===== src/rtl/afifo_pkg.sv =====
// Shared definitions for the async FIFO write side: data width, arbiter
// defaults and the write-port arbiter state encoding.
package afifo_pkg;

  localparam int AFIFO_DWIDTH      = 8;
  localparam int ARB_NREQ_DEF      = 4;
  localparam int ARB_MAX_BEATS_DEF = 16;

  typedef enum logic {
    ARB_IDLE   = 1'b0,
    ARB_LOCKED = 1'b1
  } arb_state_e;

endpackage


===== src/rtl/afifo_wr_arb_rr_pick.sv =====
// Combinational round-robin search: first set request at or after start_i,
// wrapping modulo N.
module rr_pick #(
  parameter int N  = 4,
  parameter int IW = $clog2(N)
) (
  input  logic [N-1:0]  req_i,
  input  logic [IW-1:0] start_i,
  output logic          found_o,
  output logic [IW-1:0] idx_o
);

  logic [2*N-1:0] rot;
  int             j;

  always_comb begin
    found_o = 1'b0;
    idx_o   = '0;
    j       = 0;
    rot     = {req_i, req_i} >> start_i;
    // Walk from the far end so the offset nearest to start_i wins.
    for (int k = N-1; k >= 0; k--) begin
      if (rot[k]) begin
        j = int'(start_i) + k;
        if (j >= N) j = j - N;
        found_o = 1'b1;
        idx_o   = IW'(j);
      end
    end
  end

endmodule


===== src/rtl/afifo_wr_arb.sv =====
// Round-robin arbiter sharing the async FIFO write port among NREQ producers,
// with packet locking, a MAX_BEATS fairness split and wfull backpressure.
module afifo_wr_arb
  import afifo_pkg::*;
#(
  parameter int NREQ      = ARB_NREQ_DEF,
  parameter int DWIDTH    = AFIFO_DWIDTH,
  parameter int MAX_BEATS = ARB_MAX_BEATS_DEF
) (
  input  logic                     wclk,
  input  logic                     wrst,
  input  logic [NREQ-1:0]          req_valid,
  input  logic [NREQ*DWIDTH-1:0]   req_data,
  input  logic [NREQ-1:0]          req_last,
  output logic [NREQ-1:0]          req_ready,
  input  logic                     wfull,
  output logic                     winc,
  output logic [DWIDTH-1:0]        wdata,
  output logic [$clog2(NREQ)-1:0]  grant_id,
  output logic                     busy,
  output logic                     split
);

  localparam int IW = $clog2(NREQ);
  localparam int CW = $clog2(MAX_BEATS+1);
  localparam logic [CW-1:0] LAST_CNT = CW'(MAX_BEATS - 1);

  arb_state_e    state_q, state_d;
  logic [IW-1:0] grant_q, grant_d;
  logic [IW-1:0] rr_ptr_q, rr_ptr_d;
  logic [CW-1:0] beat_cnt_q, beat_cnt_d;

  logic          pick_found;
  logic [IW-1:0] pick_idx;
  logic          locked;
  logic          accept;
  logic          at_max;

  rr_pick #(.N(NREQ), .IW(IW)) u_rr_pick (
    .req_i   (req_valid),
    .start_i (rr_ptr_q),
    .found_o (pick_found),
    .idx_o   (pick_idx)
  );

  assign locked = (state_q == ARB_LOCKED);
  // A beat presented while reset is asserted must never reach the FIFO.
  assign accept = locked & req_valid[grant_q] & ~wfull & ~wrst;
  assign at_max = (beat_cnt_q == LAST_CNT);

  assign req_ready = accept ? (NREQ'(1) << grant_q) : '0;
  assign winc      = accept;
  assign wdata     = locked ? req_data[int'(grant_q)*DWIDTH +: DWIDTH] : '0;
  assign grant_id  = grant_q;
  assign busy      = locked;
  assign split     = accept & ~req_last[grant_q] & at_max;

  always_comb begin
    state_d    = state_q;
    grant_d    = grant_q;
    rr_ptr_d   = rr_ptr_q;
    beat_cnt_d = beat_cnt_q;
    case (state_q)
      ARB_IDLE: begin
        if (pick_found) begin
          grant_d    = pick_idx;
          beat_cnt_d = '0;
          state_d    = ARB_LOCKED;
        end
      end
      ARB_LOCKED: begin
        if (accept) begin
          beat_cnt_d = beat_cnt_q + 1'b1;
          if (req_last[grant_q] || at_max) begin
            state_d  = ARB_IDLE;
            rr_ptr_d = (grant_q == IW'(NREQ-1)) ? '0 : grant_q + 1'b1;
          end
        end
      end
      default: state_d = ARB_IDLE;
    endcase
  end

  always_ff @(posedge wclk) begin
    if (wrst) begin
      state_q    <= ARB_IDLE;
      grant_q    <= '0;
      rr_ptr_q   <= '0;
      beat_cnt_q <= '0;
    end else begin
      state_q    <= state_d;
      grant_q    <= grant_d;
      rr_ptr_q   <= rr_ptr_d;
      beat_cnt_q <= beat_cnt_d;
    end
  end

endmodule


===== config.mk =====
export PLATFORM = sky130hd
export DESIGN_NAME = afifo_wr_arb
export DESIGN_NICKNAME = d
export VERILOG_FILES = /design/src/rtl/afifo_pkg.sv /design/src/rtl/afifo_wr_arb_rr_pick.sv /design/src/rtl/afifo_wr_arb.sv
export SDC_FILE = /design/constraint.sdc
export NUM_CORES = 1
export LEC_CHECK = 0
export ABC_CLOCK_PERIOD_IN_PS = 3300
export CORE_MARGIN = 4
export CORE_UTILIZATION = 35
export CTS_BUF_LIST = sky130_fd_sc_hd__clkbuf_2 sky130_fd_sc_hd__clkbuf_4 sky130_fd_sc_hd__clkbuf_8
export DETAILED_ROUTE_END_ITERATION = 16
export PLACE_DENSITY = 0.77
export SYNTH_ARGS = -nofsm -noshare
export SYNTH_HDL_FRONTEND = slang
export SYNTH_SLANG_ARGS = --single-unit

===== constraint.sdc =====
create_clock -name wclk -period 3.3 [get_ports wclk]
set_input_delay 0.99 -clock wclk [delete_from_list [all_inputs] [get_ports wclk]]
set_output_delay 0.99 -clock wclk [all_outputs]
set_load 0.005 [all_outputs]

==> qor.csv, run 1 <==
stage,metric,value,unit
sta,max_slew_margin,0.7214,
synthesis,yosysSeqAreaShare,0.2235,
floorplan,io_pins,60,
synthesis,ys_seq_elements,10,
setup_path,crit_path_start,req_data[25],
place,place_hpwl,2552,um
setup_path,crit_chain,clkdlybuf4s50_1 > mux4_2 > and2_1 > dlygate4sd2_1,
setup_path,crit_path_start_kind,input port,
sta,max_freq,305.4,MHz
floorplan,die_w,58.59,um
sta,final-hold-violation-count,0,
clocking,cts-root-buf,clkbuf_4,
setup_path,r2r-start,grant_id[0],
place,gp_congestion,0.8258,
sta,period_share,0.9924,
final_layout,finalNetCount,219,
power,internal_power,296.0,uW
sta,min_period,3.275,ns
setup_path,critPathSlowestCell,mux4_2,
final_layout,final_cell_mix,"35 x clkdlybuf4s50_1, 12 x buf_4",
setup_path,cp_num_buf_inv,2,
power,p_comb_frac,0.394,
power,switching_share,0.2522,
sta,setup_viol,0,
routing,avgRoutedWirePerCell,16.19,um
sta,slew_viol_final,0,
setup_path,arrival,2.28,ns
sta,worst_hold_slack,0.4715,ns
worst_hold_path,worstHoldPathType,reg2reg,
grt,grt_pass1_wl,5078,um
grt,gr-total-overflow,0,
run_status,status,"complete, no violations",
clocking,clk_pin_slew,0.06,ns
grt,antenna_found_initial,0,
job,cap_violations,0,
synthesis,syn_area,895.9,um^2
synthesis,postSynthCellCount,94,
clocking,cts_tree,done,
sta,skew,0.002597,ns
clocking,cts_buffers,3,
place,pre_cts_ws,-0.4331,ns
routing,antenna_left,0,
final_layout,fillers,204,
routing,drt_iter0_markers,46,
power,power_density,235.1,nW/um^2
power,p_leak,0.0007633,uW
grt,grt_max_degree,15,
clocking,cts_max_level,1,
final_layout,mostFrequentLayoutCell,clkdlybuf4s50_1,
routing,drtPass1Iterations,4,
worst_hold_path,hold_path.startpoint,beat_cnt_q[4],
setup_path,path_max_fanout,1,
synthesis,syn_avg_cell_area,9.530,um^2
setup_path,end_kind,output port,
clocking,cts_buffer_depth,2,
grt,grt_pass1_vias,1138,
final_layout,diodes,0,
routing,vias,1042,
setup_path,cp_top_family,buffers and inverters,
sta,worst_pin_slew,0.4173,ns
routing,via_per_inst,5.236,
power,seq_power_share,0.327,
final_layout,areaGrowthSynthToFinish,87.99,%
floorplan,start_util,0.3649,
floorplan,coreArea,2455,um^2
floorplan,die-area,3433,um^2
clocking,insertion_delay,0.26,ns
floorplan,fp.dieH,58.59,um
power,p_switching,99.84,uW
setup_path,critPathRequiredTime,2.31,ns
floorplan,rows,18,
setup_path,slowest_delay,0.46,ns
clocking,cts_hold_buf,0,
place,dp_cells,190,
synthesis,synth_warnings,0,
final_layout,stdcell_count,199,
power,power,395.9,uW
place,io_buffers,59,
synthesis,synth_nets,143,
clocking,cts.sinks,10,
routing,routed_wl,3222,um
grt,grt_usage,0.1928,
power,clockPowerShare,0.278,
power,vdd_drop_max,0.2666,mV
sta,layout_setup_ws,0.02524,ns
synthesis,synth_cell_types,30,
final_layout,drive_above_1_share,0.2367,
routing,drc_errors,0,
setup_path,crit_type,in2out,
[cell usage after synthesis, drive strengths merged]
master	n	area, um^2
a21oi	10	50.05
dfxtp	10	200.2
mux4	10	229.0
and2	8	50.05
and3	6	37.54
ha	6	75.07
nand2	6	22.52
inv	5	18.77
nand3	5	25.02
nor2	5	18.77
buf	3	20.01
nand2b	3	18.77
clkbuf	2	7.510
mux2i	2	20.02
nor3b	2	20.02
nand4b	1	8.760
nor3	1	5.000
nor4	1	6.260
o211ai	1	12.51
o21a	1	7.510
o21ai	1	5.000
o221ai	1	8.760
or2	1	6.260
or3	1	6.260
or4	1	7.510
xor2	1	8.760
[state kept, by name, summed over array words and instances, names as in the netlist]
signal,flops
grant_id,2
rr_ptr_q,2
beat_cnt_q,5
busy,1
[cell type report]
class,count,area (um^2),area share
repair buffers,76,721.9,0.4287
multi-input cells,74,669.4,0.3975
flip-flops and latches,10,200.2,0.1189
well taps,30,37.54,0.02229
clock buffers,4,36.28,0.02155
inverters,5,18.77,0.01114
[power by group through the flow]
stage | combinational (uW) | sequential [uW] | clock [uW]
finish | 156 | 130 | 110
global route | 169 | 130 | 119
CTS | 154 | 129 | 112
detailed placement | 148 | 132 | 0
global placement | 144 | 132 | 0
floorplan | 55.8 | 130 | 0
[logic make-up (layout without fill, tap and decap cells)]
family,Yosys count,count (layout),synth area share
flops,10,10,0.2235
xor+xnor,1,1,0.009778
mux,12,12,0.2779
fa+ha+maj,6,6,0.08380
compound gates,14,14,0.09357
buf+inv,10,85,0.05167
simple gates,41,41,0.2598
[timing repair]
| action | 4_1_cts | 5_1_grt |
|---|---|---|
| buffers inserted | 5 | 0 |
| setup endpoints to repair | 14 | 10 |
| pin swaps | 3 | 1 |
| gates resized for setup | 34 | 16 |
[per-stage QoR]
stage / utilization / cell area [um^2] / TNS [ns]
floorplan: - / 895.9 / 0
detailed placement: 0.6463 / 1587 / -3.622
global placement: 0.6463 / 1587 / -3.387
finish: 0.6860 / 1684 / 0
global route: 0.6860 / 1684 / -0.004416
CTS: 0.6789 / 1667 / 0
[final timing paths]
kind                            slack [ns]            end  depth (start not counted)
worst max-delay path                  0.03       wdata[1]                          4
worst min-delay path                  0.47  beat_cnt_q[4]                          2
worst max register to register        1.36    rr_ptr_q[1]                          9
worst min register to register        0.47  beat_cnt_q[4]                          2
[worst register-to-register path, cell delays in order, from the launching register on]
cell      delay (ns)
dfxtp_1         0.39
buf_4           0.21
mux4_2          0.36
buf_6           0.16
buf_6           0.11
buf_4           0.12
buf_4           0.13
o211ai_2        0.09
mux2i_1         0.21
nor2_1          0.06
[per-layer routing]
metal  vias to the layer above  GRT usage  wire length, um
met5                         -          0                0
met4                         0    0.01942                8
met3                         2    0.05044              291
met2                        56     0.3684             1552
met1                       487     0.2206             1368
li1                        497          -                -
Power figures use the tool's default switching activity.
==> run 2, diff against run 1 <==
RECOVER_POWER = 100   (was unset)
SETUP_SLACK_MARGIN = 0.02   (was unset)
==> run 2 against run 1 <==
Compared with the run above:
- core utilization decreased by 1.3 points
- wire length increased by 3.8%
- critical path type unchanged
- sequential power about the same
- register-to-register slack got worse by 0.33 ns
- sequential share of layout area increased by 0.23 points
- combinational power decreased by 3%
- largest power group unchanged
==> qor.csv, run 2 (same netlist as run 1, synthesis figures left out) <==
stage,metric,value,unit
setup_path,slowest_delay,0.45,ns
sta,rsz0062_at_grt,false,
floorplan,die-area,3433,um^2
final_layout,fillers,213,
final_layout,final_cell_mix,"35 x clkdlybuf4s50_1, 10 x mux4_2, 10 x a21oi_1, 10 x dfxtp_1, 9 x buf_4",
routing,antenna_left,0,
power,p_leak,0.0006955,uW
power,vdd_drop_max,0.2577,mV
setup_path,arrival,2.25,ns
setup_path,critPathRequiredTime,2.31,ns
final_layout,regArea,200.2,um^2
setup_path,crit_path_start_kind,input port,
clocking,insertion_delay,0.26,ns
final_layout,mostFrequentLayoutCell,clkdlybuf4s50_1,
sta,slew_viol_final,0,
job,cap_violations,0,
power,power_density,235.7,nW/um^2
routing,drc_errors,0,
sta,worst_pin_slew,0.7298,ns
place,io_buffers,59,
clocking,cts.sinks,10,
floorplan,rows,18,
setup_path,critPathSlowestCell,mux4_2,
final_layout,finalNetCount,221,
routing,routed_wl,3345,um
grt,grt_pass1_wl,5230,um
sta,skew,0.0005077,ns
place,pre_cts_ws,-0.4331,ns
clocking,cts_max_level,1,
grt,grt_pass1_vias,1145,
floorplan,fp.dieH,58.59,um
final_layout,areaGrowthSynthToFinish,84.36,%
place,gp_congestion,0.8258,
sta,final-hold-violation-count,0,
routing,vias,1059,
setup_path,end_kind,output port,
routing,drtPass1Iterations,4,
final_layout,stdcell_count,201,
routing,avgRoutedWirePerCell,16.64,um
final_layout,drive_above_1_share,0.2047,
grt,antenna_found_initial,0,
final_layout,largest_reg_flops,5,
floorplan,start_util,0.3649,
clocking,cts_tree,done,
setup_path,crit_type,in2out,
sta,max_slew_margin,0.5135,
clocking,clk_pin_slew,0.07,ns
clocking,cts-root-buf,clkbuf_4,
sta,period_share,0.9828,
sta,min_period,3.243,ns
routing,drt_iter0_markers,52,
final_layout,diodes,0,
clocking,cts_buffers,3,
final_layout,fin_util,0.6728,
setup_path,path_max_fanout,1,
clocking,cts_buffer_depth,2,
floorplan,die_w,58.59,um
setup_path,crit_chain,clkdlybuf4s50_1 > mux4_2 > and2_1 > dlygate4sd2_1,
worst_hold_path,worstHoldPathType,reg2reg,
grt,grt_usage,0.1992,
sta,max_freq,308.3,MHz
grt,grt_max_degree,15,
final_layout,largest_register,beat_cnt_q,
final_layout,multi_input_area,659.4,um^2
floorplan,coreArea,2455,um^2
floorplan,io_pins,60,
grt,gr-total-overflow,0,
sta,setup_viol,0,
run_status,status,"complete, no violations",
place,dp_cells,190,
place,place_hpwl,2552,um
routing,via_per_inst,5.269,
sta,layout_setup_ws,0.05691,ns
run 2: final cells by class:
class                      instances  share of cell area
timing repair buffer              78              0.4235
multi-input combinational         74              0.3992
sequential                        10              0.1212
tap                               30             0.02273
clock buffer                       4             0.02197
inverter                           5             0.01136
run 2: through the flow:
stage	setup TNS (ns)	hold WS, ns	total power, uW	instance area [um^2]
floorplan	0	0.4479	186.1	895.9
finish	0	0.4726	389.2	1652
global route	0	0.5099	413.2	1652
global placement	-3.387	0.4611	275.8	1587
CTS	0	0.4733	395.0	1665
detailed placement	-3.622	0.4636	280.1	1587
run 2: report_power, final:
group	switching [uW]	internal [uW]	total (uW)	leakage, uW
Clock	41.8	66.9	109	0.0000210
Combinational	50.6	100	151	0.000593
Sequential	5.54	124	129	0.0000812
Total	98.0	291	389	0.000695
run 2: worst max-delay path, delay by kind of cell:
family        cells  cell delay (ns)
buf+inv           2             0.66
mux               1             0.45
simple gates      1             0.16
run 2: worst paths after layout:
check	startpoint	endpoint	slack (ns)	depth (start not counted)
worst max register to register	grant_id[0]	rr_ptr_q[0]	1.03	8
worst max-delay path	req_data[31]	wdata[7]	0.06	4
worst min register to register	beat_cnt_q[4]	beat_cnt_q[4]	0.47	2
worst min-delay path	beat_cnt_q[4]	beat_cnt_q[4]	0.47	2
run 2: timing repair:
item	in CTS	in global routing
setup buffers	5	2
hold buffers	0	0
pin swaps	3	1
endpoints found under the setup margin	14	13
resized for setup	37	22
run 2: metal layers:
metal,GRT usage,up-vias,part of all wire
met2,0.3844,61,0.50
li1,-,503,-
met4,0.01942,0,0
met5,0,-,0
met1,0.2260,495,0.40
met3,0.05044,0,0.099
